**src/rtl/pipelined_adder_pkg.sv**
```systemverilog
// Shared helpers for the pipelined adder datapath.
package pipelined_adder_pkg;

   // Two's-complement overflow: the carry into the sign bit disagrees with the carry out of it.
   function automatic logic signed_ovf(input logic c_into_msb, input logic c_out_msb);
      return c_into_msb ^ c_out_msb;
   endfunction

endpackage

```
**src/rtl/ripple_adder.sv**
```systemverilog
// Combinational ripple-carry adder; used as one pipeline slice of pipelined_adder.
module ripple_adder #(
   parameter int N_WIDTH = 8
) (
   input  logic [N_WIDTH-1:0] a_i,
   input  logic [N_WIDTH-1:0] b_i,
   input  logic               c_i,
   output logic [N_WIDTH-1:0] sum_o,
   output logic               c_o
);
   logic [N_WIDTH:0] carry;

   assign carry[0] = c_i;

   generate
      for (genvar gi = 0; gi < N_WIDTH; gi++) begin : g_bit
         assign sum_o[gi]   = a_i[gi] ^ b_i[gi] ^ carry[gi];
         assign carry[gi+1] = (a_i[gi] & b_i[gi]) | (carry[gi] & (a_i[gi] ^ b_i[gi]));
      end
   endgenerate

   assign c_o = carry[N_WIDTH];
endmodule

```
**src/rtl/pipelined_adder.sv**
```systemverilog
// Add/subtract split into STAGES equal slices, one slice per stage with the carry registered between
// stages; a single global advance enable gives valid/ready flow control with backpressure.
module pipelined_adder
   import pipelined_adder_pkg::*;
#(
   parameter int N_WIDTH = 16,
   parameter int STAGES  = 4
) (
   input  logic               clk,
   input  logic               rst_n,
   input  logic               in_valid,
   output logic               in_ready,
   input  logic [N_WIDTH-1:0] in_a,
   input  logic [N_WIDTH-1:0] in_b,
   input  logic               in_c,
   input  logic               in_sub,
   output logic               out_valid,
   input  logic               out_ready,
   output logic [N_WIDTH-1:0] out_sum,
   output logic               out_c,
   output logic               out_ovf
);
   localparam int STAGES_SAFE = (STAGES < 1) ? 1 : STAGES;
   localparam int SLICE_W     = N_WIDTH / STAGES_SAFE;

   generate
      if (STAGES < 1 || (N_WIDTH % STAGES_SAFE) != 0) begin : g_bad_params
         $error("pipelined_adder: N_WIDTH (%0d) must be a positive multiple of STAGES (%0d)",
                N_WIDTH, STAGES);
      end
   endgenerate

   logic               adv;
   logic [N_WIDTH-1:0] b_eff;
   logic               c_eff;

   // Stage inputs (previous stage registers, or the ports for stage 0) and next-state values.
   logic               v_in  [STAGES_SAFE];
   logic [N_WIDTH-1:0] a_in  [STAGES_SAFE];
   logic [N_WIDTH-1:0] b_in  [STAGES_SAFE];
   logic               cy_in [STAGES_SAFE];
   logic [N_WIDTH-1:0] s_in  [STAGES_SAFE];
   logic [N_WIDTH-1:0] sum_d [STAGES_SAFE];
   logic               c_d   [STAGES_SAFE];
   logic               ovf_d;

   logic               v_q   [STAGES_SAFE];
   logic [N_WIDTH-1:0] a_q   [STAGES_SAFE];
   logic [N_WIDTH-1:0] b_q   [STAGES_SAFE];
   logic [N_WIDTH-1:0] sum_q [STAGES_SAFE];
   logic               c_q   [STAGES_SAFE];
   logic               ovf_q;

   assign adv   = !v_q[STAGES_SAFE-1] || out_ready;
   assign b_eff = in_sub ? ~in_b : in_b;
   assign c_eff = in_sub ? ~in_c : in_c;

   generate
      for (genvar gi = 0; gi < STAGES_SAFE; gi++) begin : g_stage
         localparam int                 LSB        = gi * SLICE_W;
         localparam logic [N_WIDTH-1:0] SLICE_MASK = N_WIDTH'({SLICE_W{1'b1}}) << LSB;

         logic [SLICE_W-1:0] slice_sum;
         logic               slice_c;

         if (gi == 0) begin : g_head
            assign v_in[gi]  = in_valid;
            assign a_in[gi]  = in_a;
            assign b_in[gi]  = b_eff;
            assign cy_in[gi] = c_eff;
            assign s_in[gi]  = '0;
         end else begin : g_body
            assign v_in[gi]  = v_q[gi-1];
            assign a_in[gi]  = a_q[gi-1];
            assign b_in[gi]  = b_q[gi-1];
            assign cy_in[gi] = c_q[gi-1];
            assign s_in[gi]  = sum_q[gi-1];
         end

         ripple_adder #(
            .N_WIDTH(SLICE_W)
         ) u_slice (
            .a_i  (a_in[gi][LSB +: SLICE_W]),
            .b_i  (b_in[gi][LSB +: SLICE_W]),
            .c_i  (cy_in[gi]),
            .sum_o(slice_sum),
            .c_o  (slice_c)
         );

         assign sum_d[gi] = (s_in[gi] & ~SLICE_MASK) | (N_WIDTH'(slice_sum) << LSB);
         assign c_d[gi]   = slice_c;

         // Carry into the MSB is recovered from the sum bit rather than exported by the slice.
         if (gi == STAGES_SAFE - 1) begin : g_tail
            logic c_msb;
            assign c_msb = slice_sum[SLICE_W-1] ^ a_in[gi][N_WIDTH-1] ^ b_in[gi][N_WIDTH-1];
            assign ovf_d = signed_ovf(c_msb, slice_c);
         end
      end
   endgenerate

   always_ff @(posedge clk or negedge rst_n) begin
      if (!rst_n) begin
         for (int k = 0; k < STAGES_SAFE; k++) begin
            v_q[k]   <= 1'b0;
            a_q[k]   <= '0;
            b_q[k]   <= '0;
            sum_q[k] <= '0;
            c_q[k]   <= 1'b0;
         end
         ovf_q <= 1'b0;
      end else if (adv) begin
         for (int k = 0; k < STAGES_SAFE; k++) begin
            v_q[k]   <= v_in[k];
            a_q[k]   <= a_in[k];
            b_q[k]   <= b_in[k];
            sum_q[k] <= sum_d[k];
            c_q[k]   <= c_d[k];
         end
         ovf_q <= ovf_d;
      end
   end

   assign in_ready  = adv;
   assign out_valid = v_q[STAGES_SAFE-1];
   assign out_sum   = sum_q[STAGES_SAFE-1];
   assign out_c     = c_q[STAGES_SAFE-1];
   assign out_ovf   = ovf_q;
endmodule

```
**config.mk**
```make
export PLATFORM = sky130hd
export DESIGN_NAME = pipelined_adder
export DESIGN_NICKNAME = d
export VERILOG_FILES = /design/src/rtl/pipelined_adder_pkg.sv /design/src/rtl/ripple_adder.sv /design/src/rtl/pipelined_adder.sv
export SDC_FILE = /design/constraint.sdc
export NUM_CORES = 1
export LEC_CHECK = 0
export CAP_MARGIN = 20
export CELL_PAD_IN_SITES_DETAIL_PLACEMENT = 1
export CELL_PAD_IN_SITES_GLOBAL_PLACEMENT = 1
export CORE_ASPECT_RATIO = 1.75
export CORE_UTILIZATION = 45
export CTS_CLUSTER_DIAMETER = 150
export DETAILED_ROUTE_END_ITERATION = 8
export PLACE_DENSITY_LB_ADDON = 0.08
export RECOVER_POWER = 25
export SLEW_MARGIN = 20
export SYNTH_ARGS = -nofsm -noshare
export SYNTH_HDL_FRONTEND = slang
export SYNTH_SLANG_ARGS = --single-unit
export TNS_END_PERCENT = 1
```
**constraint.sdc**
```tcl
create_clock -name clk -period 2.6 [get_ports clk]
set_input_delay 0.26 -clock clk [delete_from_list [all_inputs] [get_ports clk]]
set_output_delay 0.26 -clock clk [all_outputs]
set_load 0.02 [all_outputs]
```
Word-level counts from Yosys, hierarchy flattened
Index checks and enable logic that the tools add are counted.

Flip-flop bits (word level): 145. Output and inout bits: 20. Bits of input ports: 38. Word-level logic and storage cells: 111.

Muxes and demuxes: 2. Bitwise gates (word level): 88. Reduce and logical (&&, ||, !) cells: 2.

Operators with widths (number): $xor A1 B1 Y1 (35); $and A1 B1 Y1 (32); $mux W16 (1); $not A16 Y16 (1); $or A1 B1 Y1 (16); $or A12 B16 Y16 (1); $or A8 B12 Y12 (1); $or A4 B8 Y8 (1); $logic_not A1 Y1 (1); $logic_or A1 B1 Y1 (1); $mux W1 (1); $not A1 Y1 (1).

Depth between registers and ports, before layout
Gate-level depths: netlist of run 1.

Depth in word-level cells: 11. Depth in mapped cells: 10. Gate-level depth less buffers: 8.

By module
Synthesis of run 1 repeated with hierarchy kept, for this count alone.

Cell total of the unflattened synthesis: 298. Area total of the unflattened synthesis: 4501.8 µm².

Modules (own cells, without submodules): pipelined_adder (cells each 242, times used 1, sequential area each 2427.3 µm², area an instance 4031.4 µm²); ripple_adder (cells each 14, times used 4, sequential area each 0.0 µm², area an instance 117.6 µm²).

Worst setup path before layout of run 1
Ideal clock, no wire load.

Path kind: input port to flip-flop. Start: input port in_sub. End: register sum_q, in the netlist s_in[35]. Data required time: 2475 ps. Cell stages on the path: 10. Data arrival time: 2464 ps. Path slack: 11 ps. Setup time: 125 ps. Path through: buf_2 buf_4 xor2_1 fa_1 fa_1 inv_1 fa_1 inv_1 fa_1 mux2_4.

Cells in the longest elaborated chain, start to end: 9. Elaborated cells on any way between the ends: 16.

RTL lines: start, declared (RTL line pipelined_adder.sv:16) `input logic in_sub,`; $mux W16 (RTL line pipelined_adder.sv:55) `assign b_eff = in_sub ? ~in_b : in_b;`; $xor A1 B1 Y1 (RTL line ripple_adder.sv:18) `assign carry[gi+1] = (a_i[gi] & b_i[gi]) | (carry[gi] & (a_i[gi] ^ b_i[gi]));`; $and A1 B1 Y1 (RTL line ripple_adder.sv:18); $or A1 B1 Y1 (RTL line ripple_adder.sv:18); $and A1 B1 Y1 (RTL line ripple_adder.sv:18); $or A1 B1 Y1 (RTL line ripple_adder.sv:18); $and A1 B1 Y1 (RTL line ripple_adder.sv:18); $or A1 B1 Y1 (RTL line ripple_adder.sv:18); $xor A1 B1 Y1 * (RTL line ripple_adder.sv:17) `assign sum_o[gi] = a_i[gi] ^ b_i[gi] ^ carry[gi];`; via g_stage[0].slice_sum[3] (RTL line pipelined_adder.sv:63) `logic [SLICE_W-1:0] slice_sum;`; end signal, assigned by index (RTL line pipelined_adder.sv:117) `sum_q[k] <= sum_d[k];`; end, declared (RTL line pipelined_adder.sv:50) `logic [N_WIDTH-1:0] sum_q [STAGES_SAFE];`.

Mark *: on every way through the listed nets, which the timed path passes. The rest lies on a longest branch. A chain may end at the register's enable or synchronous reset.

Worst setup path in the final report of run 1
Start: register a_q, in the netlist a_in[12]. End: register ovf_q, in the netlist out_ovf.

Cells in the longest elaborated chain, start to end: 11. Elaborated cells on any way between the ends: 14.

RTL lines: start, declared (RTL line pipelined_adder.sv:48) `logic [N_WIDTH-1:0] a_q [STAGES_SAFE];`; start signal, assigned by index (RTL line pipelined_adder.sv:115) `a_q[k] <= a_in[k];`; $xor A1 B1 Y1 (RTL line ripple_adder.sv:18); $and A1 B1 Y1 (RTL line ripple_adder.sv:18); $or A1 B1 Y1 * (RTL line ripple_adder.sv:18); $and A1 B1 Y1 * (RTL line ripple_adder.sv:18); $or A1 B1 Y1 * (RTL line ripple_adder.sv:18); $and A1 B1 Y1 * (RTL line ripple_adder.sv:18); $or A1 B1 Y1 * (RTL line ripple_adder.sv:18); $xor A1 B1 Y1 (RTL line ripple_adder.sv:17); $xor A1 B1 Y1 (2 in series) (RTL line pipelined_adder.sv:96) `assign c_msb = slice_sum[SLICE_W-1] ^ a_in[gi][N_WIDTH-1] ^ b_in[gi][N_WIDTH-1];`; $xor A1 B1 Y1 * (RTL line pipelined_adder_pkg.sv:6) `return c_into_msb ^ c_out_msb;`; end signal, assigned (RTL line pipelined_adder.sv:120) `ovf_q <= ovf_d;`; end, declared (RTL line pipelined_adder.sv:52) `logic ovf_q;`.

Mark *: on every way between the ends. The rest lies on a longest branch, timed or not.

==> results.md, run 1 <==
- Outcome: finished clean
- Setup WS pre-CTS: -341 ps
- Share of power burned in registers: 0.396
- Cell area after layout: 0.00522 sq mm
- Clk_skew: 4.12 ps
- Final Total Pwr: 0.00649 W
- Top cell type's share of synthesized area: 0.574
- Relative slew slack: 0.409
- Critical path origin: a_in[12]$_DFFE_PN0P_
- Placed Area: 0.00488 sq mm
- Syn avg cell area: 14.0 sq um
- Fraction of registers with async set or reset after synthesis: 1.00
- Global-route wire length before repair: 12.3 mm
- Longest Clk Path Bufs: 2
- Root buf cell: clkbuf_16
- Total core area: 0.00909 sq mm
- PD cells: 1240 mW/mm^2
- Max frequency: 395 MHz
- Setup bufs post-CTS: 0
- Synthesized area: 0.00423 sq mm
- Setup ws final: 69.6 ps
- Boundary pin count: 58
- Total gr overflow: 0
- Synth Net Count: 357
- Final hold vios: 0
- CTS tree: yes
- Worst R2R Setup Slack: 70 ps
- Tot GR Track Use: 0.173
- Final Slew Violations: 0
- Synth cell types: 17
- Placed Cells incl. Taps: 468
- Crit path capture type: flip-flop
- Residual DRC: 0
- Clock sinks: 97
- Layout Cells excl Fill: 485
- TritonRoute pass-1 iters: 4
- Hold crit path type: flip-flop to flip-flop
- Port bufs: 57
- Pint: 0.00446 W
- Final Critical Period: 2530 ps
- Wirelength per Cell: 15.2 um
- Worst Path Required: 2860 ps
- Largest net degree at the start of global routing: 85
- Synth warnings: 0
- Filler cells: 956
- GP Congestion: 0.686
- Seq cells post-synth: 97
- Post-DRT Antenna Nets: 0
- DIE HEIGHT: 130 um
- Die ar.: 0.00980 sq mm
- Static Leak: 2.31 nW
- H-tree Lvls: 3
- Detail Placement HPWL: 5.04 mm
- R2r endpoint: out_ovf$_DFFE_PN0P_
- Reg2reg path depth: 8
- Area growth syn-to-layout: 23.5%
- Antenna diodes: 0
- Number of flops mapped to enable cells by yosys: 0
- Sequential share of the synthesized area: 0.574
- Initial Utilization: 0.465
- # rows: 46
- Min-Delay Startpoint: v_in[0]$_DFFE_PN0P_
- Total of max-cap violations: 0
- Psw: 0.00203 W
- Worst-path clk slew: 60 ps
- Final Setup Violations: 0
- Layout cells sized above 1: 0.244
- Number of antenna violations at the first check in global routing: 0
- RSZ-0062 raised after global routing: true
- Tcrit/Tclk final: 0.973
- Clock latency on the worst-skew pair: 340 ps
- Number of global-route vias before repair: 2,499
- Worst-path fanout max: 2
- Mapped Cells: 303
- Via count: 2,347
- Drt via density: 4.84
- CTS buffer count: 9
- WHS Path Cells: 1
- Hold Worst Slack: 478 ps
- Worst hold path endpoint: out_valid$_DFFE_PN0P_
- Routed WL: 7.35 mm
- Top FF cell, synth: dfrtp_1
- Sw Ratio: 0.313
- Critical path startpoint category: flip-flop
- Comb power frac: 0.383
- Tightest Pin Transition: 887 ps
- Worst vdd ir: 0.792 mV
- Final nets: 414
- Crit path arrival time: 2790 ps
- Largest cells by area after synthesis: dfrtp_1 57%, mux2_2 11%, fa_1 7.6%
- Worst reg2reg path startpoint: a_in[12]$_DFFE_PN0P_
- Die width: 75.3 um
- Setup CP Type: flip-flop to flip-flop
- DR iter-0 viols: 110
- Clk pwr share: 0.221
- Cell taking the most area after synthesis: dfrtp_1
==> area by class of cell <==
class	instances	area, sq um	share of cell area
clock inverter	5	77.6	0.0149
multi-input combinational	167	1610	0.308
timing repair buffer	63	626	0.120
tap	120	150	0.0287
sequential	97	2430	0.465
inverter	22	82.6	0.0158
clock buffer	11	253	0.0484
==> logic make-up after synthesis <==
group | Yosys count | share of synthesized area
buf+inv | 39 | 0.0500
mux | 63 | 0.186
compound gates | 33 | 0.0391
simple gates | 35 | 0.0340
flops | 97 | 0.574
xor+xnor | 20 | 0.0414
fa+ha+maj | 16 | 0.0758
==> critical path, stage by stage (launching register included) <==
cell	delay, ps
dfrtp_1	400
fa_1	450
fa_1	370
inv_1	110
fa_1	190
fa_1	470
xnor2_2	170
xnor2_2	140
a21oi_1	170
==> placed cells by master (no fill, tap or decap), types with 9 or more instances in the layout <==
cell type | Yosys | layout
a21oi_1 | 21 | 21
nor2_1 | 21 | 21
clkbuf_16 | 0 | 9
o21ai_0 | 12 | 12
dfrtp_1 | 97 | 97
xnor2_1 | 14 | 12
nand2_1 | 12 | 12
fa_1 | 16 | 15
mux2_2 | 43 | 43
mux2_4 | 20 | 20
clkdlybuf4s50_1 | 0 | 56
inv_1 | 22 | 22
==> metal layers <==
metal | GRT usage | up-vias | part of all wire
li1 | - | 1099 | -
met1 | 0.220 | 1200 | 0.41
met2 | 0.279 | 38 | 0.54
met3 | 0.0425 | 10 | 0.032
met4 | 0.0719 | 0 | 0.018
met5 | 0 | - | 0
==> per-stage QoR <==
step | TNS (ps) | utilization
global placement | -407 | 0.537
finish | 0 | 0.574
global route | -20.9 | 0.574
floorplan | 0 | -
detailed placement | -578 | 0.537
CTS | 0 | 0.574
==> cells in the mapped netlist, types with 7 or more instances <==
master / instances
nor2_1: 21
buf_2: 7
mux2_2: 43
dfrtp_1: 97
inv_1: 22
a21oi_1: 21
o21ai_0: 12
mux2_4: 20
buf_6: 7
nand2_1: 12
fa_1: 16
xnor2_1: 14
==> power groups by stage <==
stage / Clock [W] / Combinational (W) / Sequential (W)
after global routing: 0.00152 / 0.00277 / 0.00266
after CTS: 0.00147 / 0.00244 / 0.00259
after global placement: 0 / 0.00231 / 0.00258
after floorplan: 0 / 0.00154 / 0.00269
after detailed placement: 0 / 0.00241 / 0.00261
final: 0.00144 / 0.00249 / 0.00257
==> what timing repair did <==
action	CTS	global route
hold buffers	1	0
endpoints found under the hold margin	35	0
gates resized for setup	0	3
endpoints found under the setup margin	0	2
==> worst max path at each step <==
stage                           endpoint  slack [ps]  depth (start not counted)
finish               out_ovf$_DFFE_PN0P_          70                          8
global route         out_ovf$_DFFE_PN0P_         -20                          8
CTS                 s_in[35]$_DFFE_PN0P_          20                         10
detailed placement  s_in[35]$_DFFE_PN0P_        -340                         10
global placement    s_in[35]$_DFFE_PN0P_        -240                         10
floorplan           s_in[35]$_DFFE_PN0P_          10                         10
==> state kept, by name, indices dropped and copies added (netlist names) <==
register / cells
v_in: 3
b_in: 24
a_in: 24
s_in: 24
out_sum: 16
out_c: 1
c_q: 3
out_ovf: 1
out_valid: 1
Note: power is estimated with default switching activity, not from simulation.
==> run 2: changes to the inputs <==
--- a/config.mk
+++ b/config.mk
@@ -11,3 +11,3 @@
 export CORE_ASPECT_RATIO = 1.75
-export CORE_UTILIZATION = 45
+export CORE_UTILIZATION = 40
 export CTS_CLUSTER_DIAMETER = 150
@@ -16,2 +16,3 @@
 export RECOVER_POWER = 25
+export SKIP_CTS_REPAIR_TIMING = 1
 export SLEW_MARGIN = 20
==> constraint.sdc (replaced) <==
create_clock -name clk -period 2.19 [get_ports clk]
set_input_delay 0.438 -clock clk [delete_from_list [all_inputs] [get_ports clk]]
set_output_delay 0.438 -clock clk [all_outputs]
set_load 0.02 [all_outputs]
==> results.md, run 2 (synthesis gave the netlist of run 1 again) <==
- GP Congestion: 0.679
- Tcrit/Tclk final: 1.09
- Worst hold path endpoint: out_valid$_DFFE_PN0P_
- Setup CP Type: flip-flop to flip-flop
- Die width: 79.7 um
- Final Critical Period: 2380 ps
- Worst R2R Setup Slack: -190 ps
- R2r endpoint: out_ovf$_DFFE_PN0P_
- Antenna diodes: 0
- CTS buffer count: 9
- Total of max-cap violations: 0
- Tightest Pin Transition: 1190 ps
- Setup ws final: -192 ps
- Wirelength per Cell: 15.1 um
- Number of antenna violations at the first check in global routing: 0
- CTS tree: yes
- Crit path capture type: flip-flop
- DIE HEIGHT: 138 um
- Worst Path Required: 2400 ps
- Hold crit path type: flip-flop to flip-flop
- Final Total Pwr: 0.00767 W
- H-tree Lvls: 3
- Number of global-route vias before repair: 2,683
- Worst reg2reg path startpoint: a_in[12]$_DFFE_PN0P_
- Port bufs: 57
- Worst-path clk slew: 70 ps
- Met3 usage: 0.0304
- Drt via density: 4.74
- TritonRoute pass-1 iters: 4
- Setup WS pre-CTS: -791 ps
- Reg2reg path depth: 8
- Final nets: 420
- WHS Path Cells: 1
- Grt peak-use layer: met2
- Layout cells sized above 1: 0.283
- Initial Utilization: 0.410
- Commonest non-fill, non-tap cell in the layout: dfrtp_1
- Detail Placement HPWL: 5.23 mm
- # rows: 49
- Filler cells: 1,032
- Clk_skew: 8.78 ps
- Cell area after layout: 0.00534 sq mm
- Largest net degree at the start of global routing: 68
- Via count: 2,363
- Most frequent cells in the layout: 97 x dfrtp_1, 52 x clkdlybuf4s50_1, 43 x mux2_2
- Final hold vios: 0
- PD cells: 1440 mW/mm^2
- RSZ-0062 raised after global routing: true
- Post-layout util: 0.518
- Violations in the final reports: setup timing
- Global-route wire length before repair: 12.9 mm
- GR Util met2: 0.252
- Total core area: 0.0103 sq mm
- Final Setup Violations: 4
- Longest Clk Path Bufs: 2
- Clock sinks: 97
- Placed Area: 0.00496 sq mm
- Crit path arrival time: 2590 ps
- Worst vdd ir: 1.01 mV
- Residual DRC: 0
- Clock latency on the worst-skew pair: 330 ps
- Relative slew slack: 0.210
- Post-DRT Antenna Nets: 0
- Critical path startpoint category: flip-flop
- Boundary pin count: 58
- Worst-path fanout max: 2
- Routed WL: 7.51 mm
- Final Slew Violations: 0
- Min-Delay Startpoint: v_in[0]$_DFFE_PN0P_
- Root buf cell: clkbuf_16
- Total gr overflow: 0
- DR iter-0 viols: 59
- Area growth syn-to-layout: 26.2%
- Tot GR Track Use: 0.153
- GR met1 Demand/Resource: 0.194
- Max frequency: 420 MHz
- Die ar.: 0.0110 sq mm
- Static Leak: 2.35 nW
- Outcome: finished with violations
run 2: worst max path at each step:
stage                               startpoint  depth (start not counted)                   end  slack (ps)
after floorplan                         in_sub                         10  s_in[35]$_DFFE_PN0P_        -420
after global placement                  in_sub                         10  s_in[35]$_DFFE_PN0P_        -760
after detailed placement                in_sub                         10  s_in[35]$_DFFE_PN0P_        -790
after CTS                               in_sub                         10  s_in[35]$_DFFE_PN0P_        -430
after global routing      a_in[12]$_DFFE_PN0P_                          8   out_ovf$_DFFE_PN0P_        -330
final                     a_in[12]$_DFFE_PN0P_                          8   out_ovf$_DFFE_PN0P_        -190
run 2: cell type report:
cell class / count / area [sq um] / share of cell area
Clock inverter: 7 / 95.1 / 0.0178
Clock buffer: 9 / 225 / 0.0422
Multi-Input combinational cell: 167 / 1630 / 0.306
Sequential cell: 97 / 2430 / 0.455
Timing Repair Buffer: 69 / 714 / 0.134
Tap cell: 127 / 159 / 0.0298
Inverter: 22 / 82.6 / 0.0155
run 2: stage by stage:
stage	hold slack [ps]	setup TNS (ps)	cells
detailed placement	349	-2400	480
global placement	349	-2290	480
global route	496	-2460	498
CTS	-14.4	-1170	496
floorplan	142	-923	303
finish	469	-406	498
run 2: worst max-delay path, stage by stage, from the launching register on:
cell and delay (ps):
dfrtp_1 400, fa_2 390, fa_2 350, inv_2 60, fa_2 190, fa_1 450
xnor2_1 180, xnor2_1 150, a21oi_1 90
run 2: power by group:
part | switching [W] | internal (W) | leakage [nW]
clock network | 0.000654 | 0.00100 | 0.155
registers | 0.000445 | 0.00261 | 1.12
logic | 0.00130 | 0.00166 | 1.08
total | 0.00240 | 0.00527 | 2.35
run 2: layer usage:
metal | vias up | routed length, um | part of all wire
li1 | 1108 | - | -
met1 | 1204 | 3230 | 0.43
met2 | 41 | 3950 | 0.53
met3 | 10 | 201 | 0.027
met4 | 0 | 129 | 0.017
met5 | - | 0 | 0
